===== src/rtl/ps2_host_tx.sv =====
// ps2_host_tx
// Host-to-device PS/2 transmitter. Sends one command byte to the keyboard
// over the shared open-drain ps2_clk/ps2_data lines. The host holds the clock
// low (inhibit), asserts the start bit, releases the clock, and then shifts
// data on each device clock falling edge. It finishes by sampling the device
// ACK and waiting for the bus to return to idle.
//
// Ports:
//   clock, reset          system clock, synchronous active-high reset
//   tx_valid/tx_ready     byte handshake; tx_ready is high only in IDLE
//   tx_data[7:0]          command byte, latched on accept
//   ps2_clk_in/data_in    raw pad levels (asynchronous)
//   ps2_clk_oe/data_oe    1 = pull the corresponding line low
//   busy                  high in every state except IDLE
//   done/ack_err/timeout_err  mutually exclusive one-cycle status pulses
module ps2_host_tx #(
  parameter int unsigned INHIBIT_CYCLES = 5000,
  parameter int unsigned TIMEOUT_CYCLES = 1000000
) (
  input  logic       clock,
  input  logic       reset,
  input  logic       tx_valid,
  input  logic [7:0] tx_data,
  output logic       tx_ready,
  input  logic       ps2_clk_in,
  input  logic       ps2_data_in,
  output logic       ps2_clk_oe,
  output logic       ps2_data_oe,
  output logic       busy,
  output logic       done,
  output logic       ack_err,
  output logic       timeout_err
);

  localparam int unsigned INH_W = $clog2(INHIBIT_CYCLES) + 1;
  localparam int unsigned TO_W  = $clog2(TIMEOUT_CYCLES) + 1;

  typedef enum logic [2:0] {
    IDLE,
    INHIBIT,
    RTS,
    XFER,
    ACK,
    WAIT_IDLE
  } state_t;

  state_t           state;
  logic [7:0]       shift;
  logic             parity;
  logic [3:0]       bitcnt;
  logic             ack_ok;
  logic [INH_W-1:0] inh_cnt;
  logic [TO_W-1:0]  to_cnt;

  // Two-flop synchronisers; clk_s3 holds the previous synced clock level.
  logic clk_s1, clk_s2, clk_s3;
  logic data_s1, data_s2;
  logic fall;
  logic timed_out;
  logic lines_idle;

  assign fall       = clk_s3 & ~clk_s2;
  assign timed_out  = (to_cnt == TO_W'(TIMEOUT_CYCLES - 1));
  assign lines_idle = clk_s2 & data_s2;

  always_ff @(posedge clock) begin
    if (reset) begin
      clk_s1  <= 1'b1;
      clk_s2  <= 1'b1;
      clk_s3  <= 1'b1;
      data_s1 <= 1'b1;
      data_s2 <= 1'b1;
    end else begin
      clk_s1  <= ps2_clk_in;
      clk_s2  <= clk_s1;
      clk_s3  <= clk_s2;
      data_s1 <= ps2_data_in;
      data_s2 <= data_s1;
    end
  end

  always_ff @(posedge clock) begin
    if (reset) begin
      state       <= IDLE;
      shift       <= '0;
      parity      <= 1'b0;
      bitcnt      <= '0;
      ack_ok      <= 1'b0;
      inh_cnt     <= '0;
      to_cnt      <= '0;
      tx_ready    <= 1'b1;
      busy        <= 1'b0;
      ps2_clk_oe  <= 1'b0;
      ps2_data_oe <= 1'b0;
      done        <= 1'b0;
      ack_err     <= 1'b0;
      timeout_err <= 1'b0;
    end else begin
      done        <= 1'b0;
      ack_err     <= 1'b0;
      timeout_err <= 1'b0;

      case (state)
        IDLE: begin
          if (tx_valid) begin
            shift       <= tx_data;
            parity      <= ~^tx_data;
            bitcnt      <= '0;
            inh_cnt     <= '0;
            state       <= INHIBIT;
            tx_ready    <= 1'b0;
            busy        <= 1'b1;
            ps2_clk_oe  <= 1'b1;
            ps2_data_oe <= 1'b0;
          end
        end

        INHIBIT: begin
          if (inh_cnt == INH_W'(INHIBIT_CYCLES - 1)) begin
            // Start bit goes out while the clock is still held low.
            state       <= RTS;
            ps2_data_oe <= 1'b1;
            to_cnt      <= '0;
          end else begin
            inh_cnt <= inh_cnt + 1'b1;
          end
        end

        default: begin
          // RTS, XFER, ACK, WAIT_IDLE share the fall-to-fall watchdog. A fall
          // or a successful bus-idle completion in the same cycle wins over it.
          if (timed_out && !fall && !(state == WAIT_IDLE && lines_idle)) begin
            state       <= IDLE;
            tx_ready    <= 1'b1;
            busy        <= 1'b0;
            ps2_clk_oe  <= 1'b0;
            ps2_data_oe <= 1'b0;
            timeout_err <= 1'b1;
            to_cnt      <= '0;
          end else begin
            to_cnt <= fall ? '0 : to_cnt + 1'b1;
            case (state)
              RTS: begin
                state      <= XFER;
                ps2_clk_oe <= 1'b0;
                to_cnt     <= '0;
              end

              XFER: begin
                if (fall) begin
                  // bitcnt holds the number of falls already seen.
                  bitcnt <= bitcnt + 1'b1;
                  if (bitcnt < 4'd8) begin
                    ps2_data_oe <= ~shift[bitcnt[2:0]];
                  end else if (bitcnt == 4'd8) begin
                    ps2_data_oe <= ~parity;
                  end else begin
                    ps2_data_oe <= 1'b0;
                    state       <= ACK;
                  end
                end
              end

              ACK: begin
                if (fall) begin
                  ack_ok <= ~data_s2;
                  state  <= WAIT_IDLE;
                end
              end

              WAIT_IDLE: begin
                if (lines_idle) begin
                  done     <= ack_ok;
                  ack_err  <= ~ack_ok;
                  state    <= IDLE;
                  tx_ready <= 1'b1;
                  busy     <= 1'b0;
                  to_cnt   <= '0;
                end
              end

              default: ;
            endcase
          end
        end
      endcase
    end
  end

endmodule


===== config.mk =====
export PLATFORM = sky130hd
export DESIGN_NAME = ps2_host_tx
export DESIGN_NICKNAME = d
export VERILOG_FILES = /design/src/rtl/ps2_host_tx.sv
export SDC_FILE = /design/constraint.sdc
export NUM_CORES = 1
export LEC_CHECK = 0
export CORE_MARGIN = 2
export CORE_UTILIZATION = 60
export DETAILED_ROUTE_END_ITERATION = 10
export PLACE_DENSITY = 0.8
export SLEW_MARGIN = 20
export SYNTH_ARGS = -nofsm -noshare
export SYNTH_HDL_FRONTEND = slang
export SYNTH_SLANG_ARGS = --single-unit

===== constraint.sdc =====
create_clock -name clock -period 6.7 [get_ports clock]
set_input_delay 1.675 -clock clock [delete_from_list [all_inputs] [get_ports clock]]
set_output_delay 1.675 -clock clock [all_outputs]
set_load 0.1 [all_outputs]

# [Word-level counts from Yosys, hierarchy flattened]
# Index checks and enable logic that the tools add are counted.
[classes] n_addsub=3 order_cmp=2 eq_ne=17 mux=47 bitwise_logic=13 reduce_logical=28
[ops] cell="21-bit two-way mux" count=4
[ops] cell="21-bit one-hot mux with 2 select lines" count=2
[ops] cell="14-bit two-way mux" count=2
[ops] cell="14-bit one-hot mux with 2 select lines" count=1
[ops] cell="3-bit two-way mux" count=8
[ops] cell="21-bit by 1-bit adder with 21-bit output, second input constant" count=1
[ops] cell="21-bit by 20-bit == test with 1-bit output, second input constant" count=1
[ops] cell="5-bit inequality test, second input constant" count=4
[ops] cell="1-bit two-way mux" count=18
[ops] cell="4-bit two-way mux" count=4
[ops] cell="14-bit by 1-bit adder with 14-bit output, second input constant" count=1
[ops] cell="14-bit by 13-bit == test with 1-bit output, second input constant" count=1
[ops] cell="3-bit one-hot mux with 4 select lines" count=1
[ops] cell="4-bit AND reduction" count=3
[ops] cell="1-bit inverter" count=11
[ops] cell="3-bit nonzero test" count=3
[ops] cell="1-bit one-hot mux with 2 select lines" count=4
[ops] cell="4-bit one-hot mux with 2 select lines" count=1
[ops] cell="8-bit AND reduction" count=1
[ops] cell="4-bit nonzero test" count=2
[ops] cell="8-bit XNOR reduction" count=1
[ops] cell="7-bit nonzero test" count=1
[ops] cell="3-bit by 2-bit == test with 1-bit output, second input constant" count=2
[ops] cell="3-bit == test, second input constant" count=2
[ops] cell="other kinds (21)" count=31
[word_totals] regBits=64 inputBits=13 out_inout_bits=7 word_cells=129

# [Logic depth before layout (Yosys ltp)]
# Gate-level depths: netlist of run 1.
[logic_depth] depth_word=8 depth_mapped=8 depth_no_buf=7

# [Least setup slack after synthesis of run 1]
# OpenSTA, ideal clock, no wires.
[synth_path] path_kind="input-to-reg" from="input tx_valid" to="register bitcnt[3]" setup_time_ns=0.128 arrival_time_ns=2.720 required_time_ns=6.572 slack_ns=3.852 stages=5 path_buffers=0 cell_sequence="or3b_2 > a21oi_1 > nand4_1 > xor2_1 > nor2_1"
[synth_between] elab_chain_cells=2
[synth_rtl] item="start: declaration" line="22" text="input logic tx_valid,"
[synth_rtl] item="2-bit inequality test (no source line)"
[synth_rtl] item="5-bit AND reduction (no source line)"
[synth_rtl] item="end signal: assignment" line="152" text="bitcnt <= bitcnt + 1'b1;"
[synth_rtl] item="end: declaration" line="50" text="logic [3:0] bitcnt;"
# Every way passes these cells.
# A chain may end at the register's enable or synchronous reset.

# [Worst setup path in the final report of run 1]
[layout_path] from="input tx_valid" to="register inh_cnt[13]"
[layout_between] elab_chain_cells=2
[layout_rtl] item="2-bit inequality test (no source line)"
[layout_rtl] item="3-bit AND reduction (no source line)"
[layout_rtl] item="end signal: assignment" line="125" text="inh_cnt <= inh_cnt + 1'b1;"
[layout_rtl] item="end: declaration" line="52" text="logic [INH_W-1:0] inh_cnt;"
# Every way passes these cells.

==> results of run 1 <==
-- critical path, stage by stage --
cell and delay (ns):
clkdlybuf4s50_1 0.49, nand3_1 0.45, o31a_1 0.49, or4_1 0.57, a21oi_1 0.16
-- where the power goes --
group	internal [uW]	switching [uW]	total [uW]
Clock	191	155	345
Sequential	404	31.3	435
Combinational	70.8	147	218
Total	665	333	998
-- area by class of cell --
cell class / count / area share
clock inverters: 5 / 0.0151
repair buffers: 21 / 0.0549
inverters: 9 / 0.00926
flip-flops and latches: 64 / 0.351
clock buffers: 11 / 0.0415
well taps: 70 / 0.0240
multi-input cells: 284 / 0.504
-- layer usage --
layer | up-vias | global-route usage | routed length (um)
met1 | 1332 | 0.320 | 3350
met3 | 13 | 0.0547 | 206
li1 | 1430 | - | -
met5 | - | 0 | 0
met4 | 0 | 0.105 | 120
met2 | 42 | 0.406 | 3350
-- worst max path at each step --
| stage | start | to | slack, ns |
|---|---|---|---|
| 3_3_place_gp | tx_valid | inh_cnt[5] | 2.87 |
| 6_report | tx_valid | inh_cnt[13] | 3.14 |
| 5_1_grt | tx_valid | inh_cnt[13] | 2.96 |
| 4_1_cts | tx_valid | inh_cnt[13] | 3.17 |
| 2_1_floorplan | tx_valid | bitcnt[3] | 3.85 |
| 3_5_place_dp | tx_valid | inh_cnt[13] | 2.83 |
-- registers in the layout, summed over array words and instances (netlist names) --
name / flops
ack_err: 1
ack_ok: 1
bitcnt: 4
busy: 1
clk_s1: 1
clk_s2: 1
clk_s3: 1
data_s1: 1
data_s2: 1
done: 1
inh_cnt: 14
parity: 1
ps2_clk_oe: 1
ps2_data_oe: 1
shift: 8
state: 3
timeout_err: 1
to_cnt: 21
tx_ready: 1
-- cell families (layout without fill, tap and decap cells) --
family | count (synthesis) | count (layout) | synth area share
simple gates | 159 | 159 | 0.267
compound gates | 91 | 91 | 0.192
flops | 64 | 64 | 0.395
buf+inv | 32 | 46 | 0.0401
xor+xnor | 25 | 25 | 0.0675
mux | 5 | 5 | 0.0231
fa+ha+maj | 4 | 4 | 0.0154
-- stage by stage --
step | cells | util | setup slack (ns)
5_1_grt | 464 | 0.705 | 2.96
2_1_floorplan | 380 | - | 3.85
3_3_place_gp | 448 | 0.665 | 2.87
6_report | 464 | 0.705 | 3.14
3_5_place_dp | 448 | 0.665 | 2.83
4_1_cts | 464 | 0.705 | 3.17
-- synth_stat cells, types with 5 or more instances --
cell type / number / area share
clkbuf_1: 17 / 0.020
and2_1: 5 / 0.0096
a21oi_1: 32 / 0.049
a211oi_1: 8 / 0.019
o21ai_0: 10 / 0.015
o2111ai_1: 8 / 0.022
nand4_1: 11 / 0.021
or3_1: 5 / 0.0096
dfxtp_1: 64 / 0.39
nand3_1: 13 / 0.020
nor2b_1: 5 / 0.0096
o211ai_1: 5 / 0.012
nand2_1: 35 / 0.040
or2_2: 7 / 0.013
xnor2_1: 9 / 0.024
buf_2: 5 / 0.0077
and3_1: 7 / 0.013
or4_1: 10 / 0.023
nor3_1: 18 / 0.028
o31ai_1: 10 / 0.023
inv_1: 9 / 0.010
nor2_1: 21 / 0.024
xor2_1: 16 / 0.043
==> results_dict.tcl, run 1 <==
set metrics [dict create \
    status "completed" \
    fp.dieW_um 77.5 \
    synth_edf_count 0 \
    reg2reg_slack_ns 3.66 \
    num_io_pins 20 \
    final-max-slew-violation-count 0 \
    cts_resized 0 \
    viasPerCell 6.07 \
    holdPathStages 1 \
    clk_pin_slew_ns 0.07 \
    ys_warn_count 0 \
    clk_latency_ns 0.35 \
    routedWlPerCell_um 15.1 \
    row_count 26 \
    coreArea_um2 5170 \
    leakage_uw 0.00121 \
    layout_common_cells "64 x dfxtp_1, 35 x nand2_1, 32 x a21oi_1" \
    layout_min_cycle_time_ns 3.56 \
    num_antenna_cells 0 \
    cts_buffer_depth 2 \
    end_kind "flop" \
    syn_inst 380 \
    antenna_found_initial 0 \
    finClkSkew_ns 0.00985 \
    synth_area_per_cell_um2 8.54 \
    ant_nets 0 \
    dr.first_iter.drc_count 225 \
    drc 0 \
    place_congestion 0.836 \
    first_pass_iters 4 \
    fp.dieH_um 77.5 \
    start_util 0.627 \
    cts_buffers 9 \
    power_uw 998 \
    grt_pass1_vias 2690 \
    cts-htree-levels 3 \
    syn_to_final_growth_pct 12.5 \
    r2r_start "state[1]" \
    placed_area_um2 3440 \
    fin_crit_sh 0.531 \
    rsz0062_at_grt "no" \
    multi_input_area_um2 1840 \
    vias 2817 \
    wl_mm 7.03 \
    synth_async_sr_flop_share 0 \
    holdWs_ns 0.411 \
    cp.arrival_ns 3.83 \
    layout_commonest_cell "dfxtp_1" \
    hpwl_mm 4.63 \
    ctsHoldBuffers 0 \
    holdCritPathClass "reg -> reg" \
    reg2reg_depth 5 \
    layout-drive-gt1-share 0.0939 \
    track_usage 0.250 \
    n_fill_cell 427 \
    regArea_um2 1280 \
    fin_setup_tns_ns 0 \
    worst_pin_slew_ns 1.10 \
    fmax_mhz 281 \
    cts_tree "done" \
    yosys_register_bits 64 \
    cap_violations 0 \
    final_area_um2 3650 \
    hp-start "clk_s1" \
    ys_types 50 \
    yosys_most_used_dff "dfxtp_1" \
    critPathLaunchType "input pin" \
    post_cts_buffers 0 \
    syn-num-nets 397 \
    cts_root_buf "clkbuf_8" \
    clock-sinks 64 \
    layout.nets 406 \
    grt_max_degree 54 \
    synth_area_um2 3240 \
    required_ns 6.97 \
    grt_overflow_total 0 \
    portBuffers 19 \
    crit_fanout 22 \
    hold_viol 0 \
    worstSetupPathType "in -> reg" \
    dieArea_um2 6010 \
    setup_viol_count_final 0 \
    hold_end "clk_s2" \
    yosysSeqAreaShare 0.395 \
    vdd_drop_max_mv 0.160 \
    grt_pass1_wl_mm 12.1 \
    r2r-end "inh_cnt[13]" \
    relSlewSlack 0.268 \
    powerDensity_nw_per_um2 274 \
]
Power figures use the tool's default switching activity.
==> run 2, diff against run 1 <==
--- a/config.mk
+++ b/config.mk
@@ -6,9 +6,9 @@
 export NUM_CORES = 1
 export LEC_CHECK = 0
 export CORE_MARGIN = 2
-export CORE_UTILIZATION = 60
+export CORE_UTILIZATION = 59
 export DETAILED_ROUTE_END_ITERATION = 10
-export PLACE_DENSITY = 0.8
+export PLACE_DENSITY = 0.79
 export SLEW_MARGIN = 20
 export SYNTH_ARGS = -nofsm -noshare
 export SYNTH_HDL_FRONTEND = slang
==> constraint.sdc (replaced) <==
create_clock -name clock -period 3.5 [get_ports clock]
set_input_delay 0.875 -clock clock [delete_from_list [all_inputs] [get_ports clock]]
set_output_delay 0.875 -clock clock [all_outputs]
set_load 0.1 [all_outputs]
==> results_dict.tcl, run 2 (synthesized netlist as in run 1, its figures left out) <==
set metrics [dict create \
    status "completed" \
    clk_latency_ns 0.36 \
    wl_mm 7.26 \
    holdWs_ns 0.415 \
    cap_violations 0 \
    relSlewSlack 0.484 \
    setup_ws_ns 0.858 \
    dr.first_iter.drc_count 167 \
    cts_tree "done" \
    reg_top3 "to_cnt: 21 flops, inh_cnt: 14 flops, shift: 8 flops" \
    routedWlPerCell_um 15.5 \
    n_fill_cell 428 \
    vdd_drop_max_mv 0.316 \
    antenna_found_initial 0 \
    cpLargestDelayFamily "simple AND/OR/NAND/NOR gates" \
    placed_area_um2 3460 \
    fp.dieH_um 78.2 \
    track_usage 0.259 \
    layout_min_cycle_time_ns 2.64 \
    hpwl_mm 4.87 \
    vias 2925 \
    combPwrFrac 0.237 \
    fp.dieW_um 78.2 \
    row_count 26 \
    p_switching_uw 642 \
    layout-drive-gt1-share 0.123 \
    crit_chain "or4_1, nor4_2, o31a_1, o21ai_0, a21oi_1" \
    layout_common_cells "64 x dfxtp_1, 35 x nand2_1, 32 x a21oi_1" \
    place_congestion 0.837 \
    intPower_uw 1280 \
    leakage_uw 0.00125 \
    end_kind "flop" \
    final-max-slew-violation-count 0 \
    powerDensity_nw_per_um2 525 \
    holdCritPathClass "reg -> reg" \
    slowest_stage "nor4_2" \
    portBuffers 19 \
    seqPwrFrac 0.421 \
    viasPerCell 6.24 \
    ctsHoldBuffers 0 \
    rsz0062_at_grt "no" \
    required_ns 3.79 \
    dieArea_um2 6110 \
    num_antenna_cells 0 \
    clock-sinks 64 \
    dp_slack_ns 0.833 \
    coreArea_um2 5200 \
    cts_root_buf "clkbuf_8" \
    hold_viol 0 \
    swShare 0.333 \
    critPathLaunchType "flop" \
    first_pass_iters 5 \
    grt_overflow_total 0 \
    fin_setup_tns_ns 0 \
    fin_util 0.705 \
    finClkSkew_ns 0.00957 \
    final_area_um2 3670 \
    fmax_mhz 379 \
    worst_pin_slew_ns 0.768 \
    fin_crit_sh 0.755 \
    largest_reg_flops 21 \
    worstSetupPathType "reg -> reg" \
    grt_pass1_vias 2725 \
    num_io_pins 20 \
    cp_num_buf_inv 0 \
    syn_to_final_growth_pct 13.1 \
    regMostFlops "to_cnt" \
    cts_buffers 9 \
    clk_pin_slew_ns 0.07 \
    cts_buffer_depth 2 \
    grt_max_degree 33 \
    grt_pass1_wl_mm 12.6 \
    layout_commonest_cell "dfxtp_1" \
    cts-htree-levels 3 \
    setup_viol_count_final 0 \
    clock_power_share 0.341 \
    post_cts_buffers 0 \
    crit_fanout 22 \
    critPathMaxStageDelay_ns 0.70 \
    start_util 0.623 \
    cp.arrival_ns 2.93 \
    drc 0 \
    layout.nets 411 \
    cts_resized 0 \
    ant_nets 0 \
]
==> run 2: power by group through the flow <==
stage | logic, uW | clock network (uW) | registers (uW)
final | 457 | 658 | 812
after global routing | 502 | 699 | 819
after CTS | 455 | 666 | 812
after detailed placement | 455 | 0 | 828
after global placement | 446 | 0 | 824
after floorplan | 277 | 0 | 892
==> run 2: worst reg2reg max path, cell delays in order, from the launching register on <==
cell	delay, ns
dfxtp_1	0.35
or4_1	0.55
nor4_2	0.70
o31a_1	0.64
o21ai_0	0.19
a21oi_1	0.14
==> run 2: final timing paths <==
check	from	cells after the start	endpoint	slack, ns
worst max-delay path	inh_cnt[4]	5	inh_cnt[3]	0.86
worst min-delay path	clk_s1	1	clk_s2	0.42
worst max register to register	inh_cnt[4]	5	inh_cnt[3]	0.86
worst min register to register	clk_s1	1	clk_s2	0.42
==> run 2: final cells by class <==
class / instances / area, um2 / area share
sequential: 64 / 1280 / 0.349
clock inverter: 5 / 55.1 / 0.0150
tap: 70 / 87.6 / 0.0239
inverter: 9 / 33.8 / 0.00921
multi-input combinational: 284 / 1840 / 0.501
timing repair buffer: 26 / 220 / 0.0600
clock buffer: 11 / 151 / 0.0413
==> run 2: metal layers <==
metal | GRT usage | up-vias | wire [um]
met1 | 0.337 | 1392 | 3300
met5 | 0 | - | 0
li1 | - | 1439 | -
met3 | 0.0724 | 12 | 404
met2 | 0.412 | 82 | 3440
met4 | 0.0912 | 0 | 116
==> run 2: through the flow <==
| step | total power, uW | std cells |
|---|---|---|
| 6_report | 1930 | 469 |
| 4_1_cts | 1930 | 469 |
| 2_1_floorplan | 1170 | 380 |
| 5_1_grt | 2020 | 469 |
| 3_5_place_dp | 1280 | 453 |
| 3_3_place_gp | 1270 | 453 |
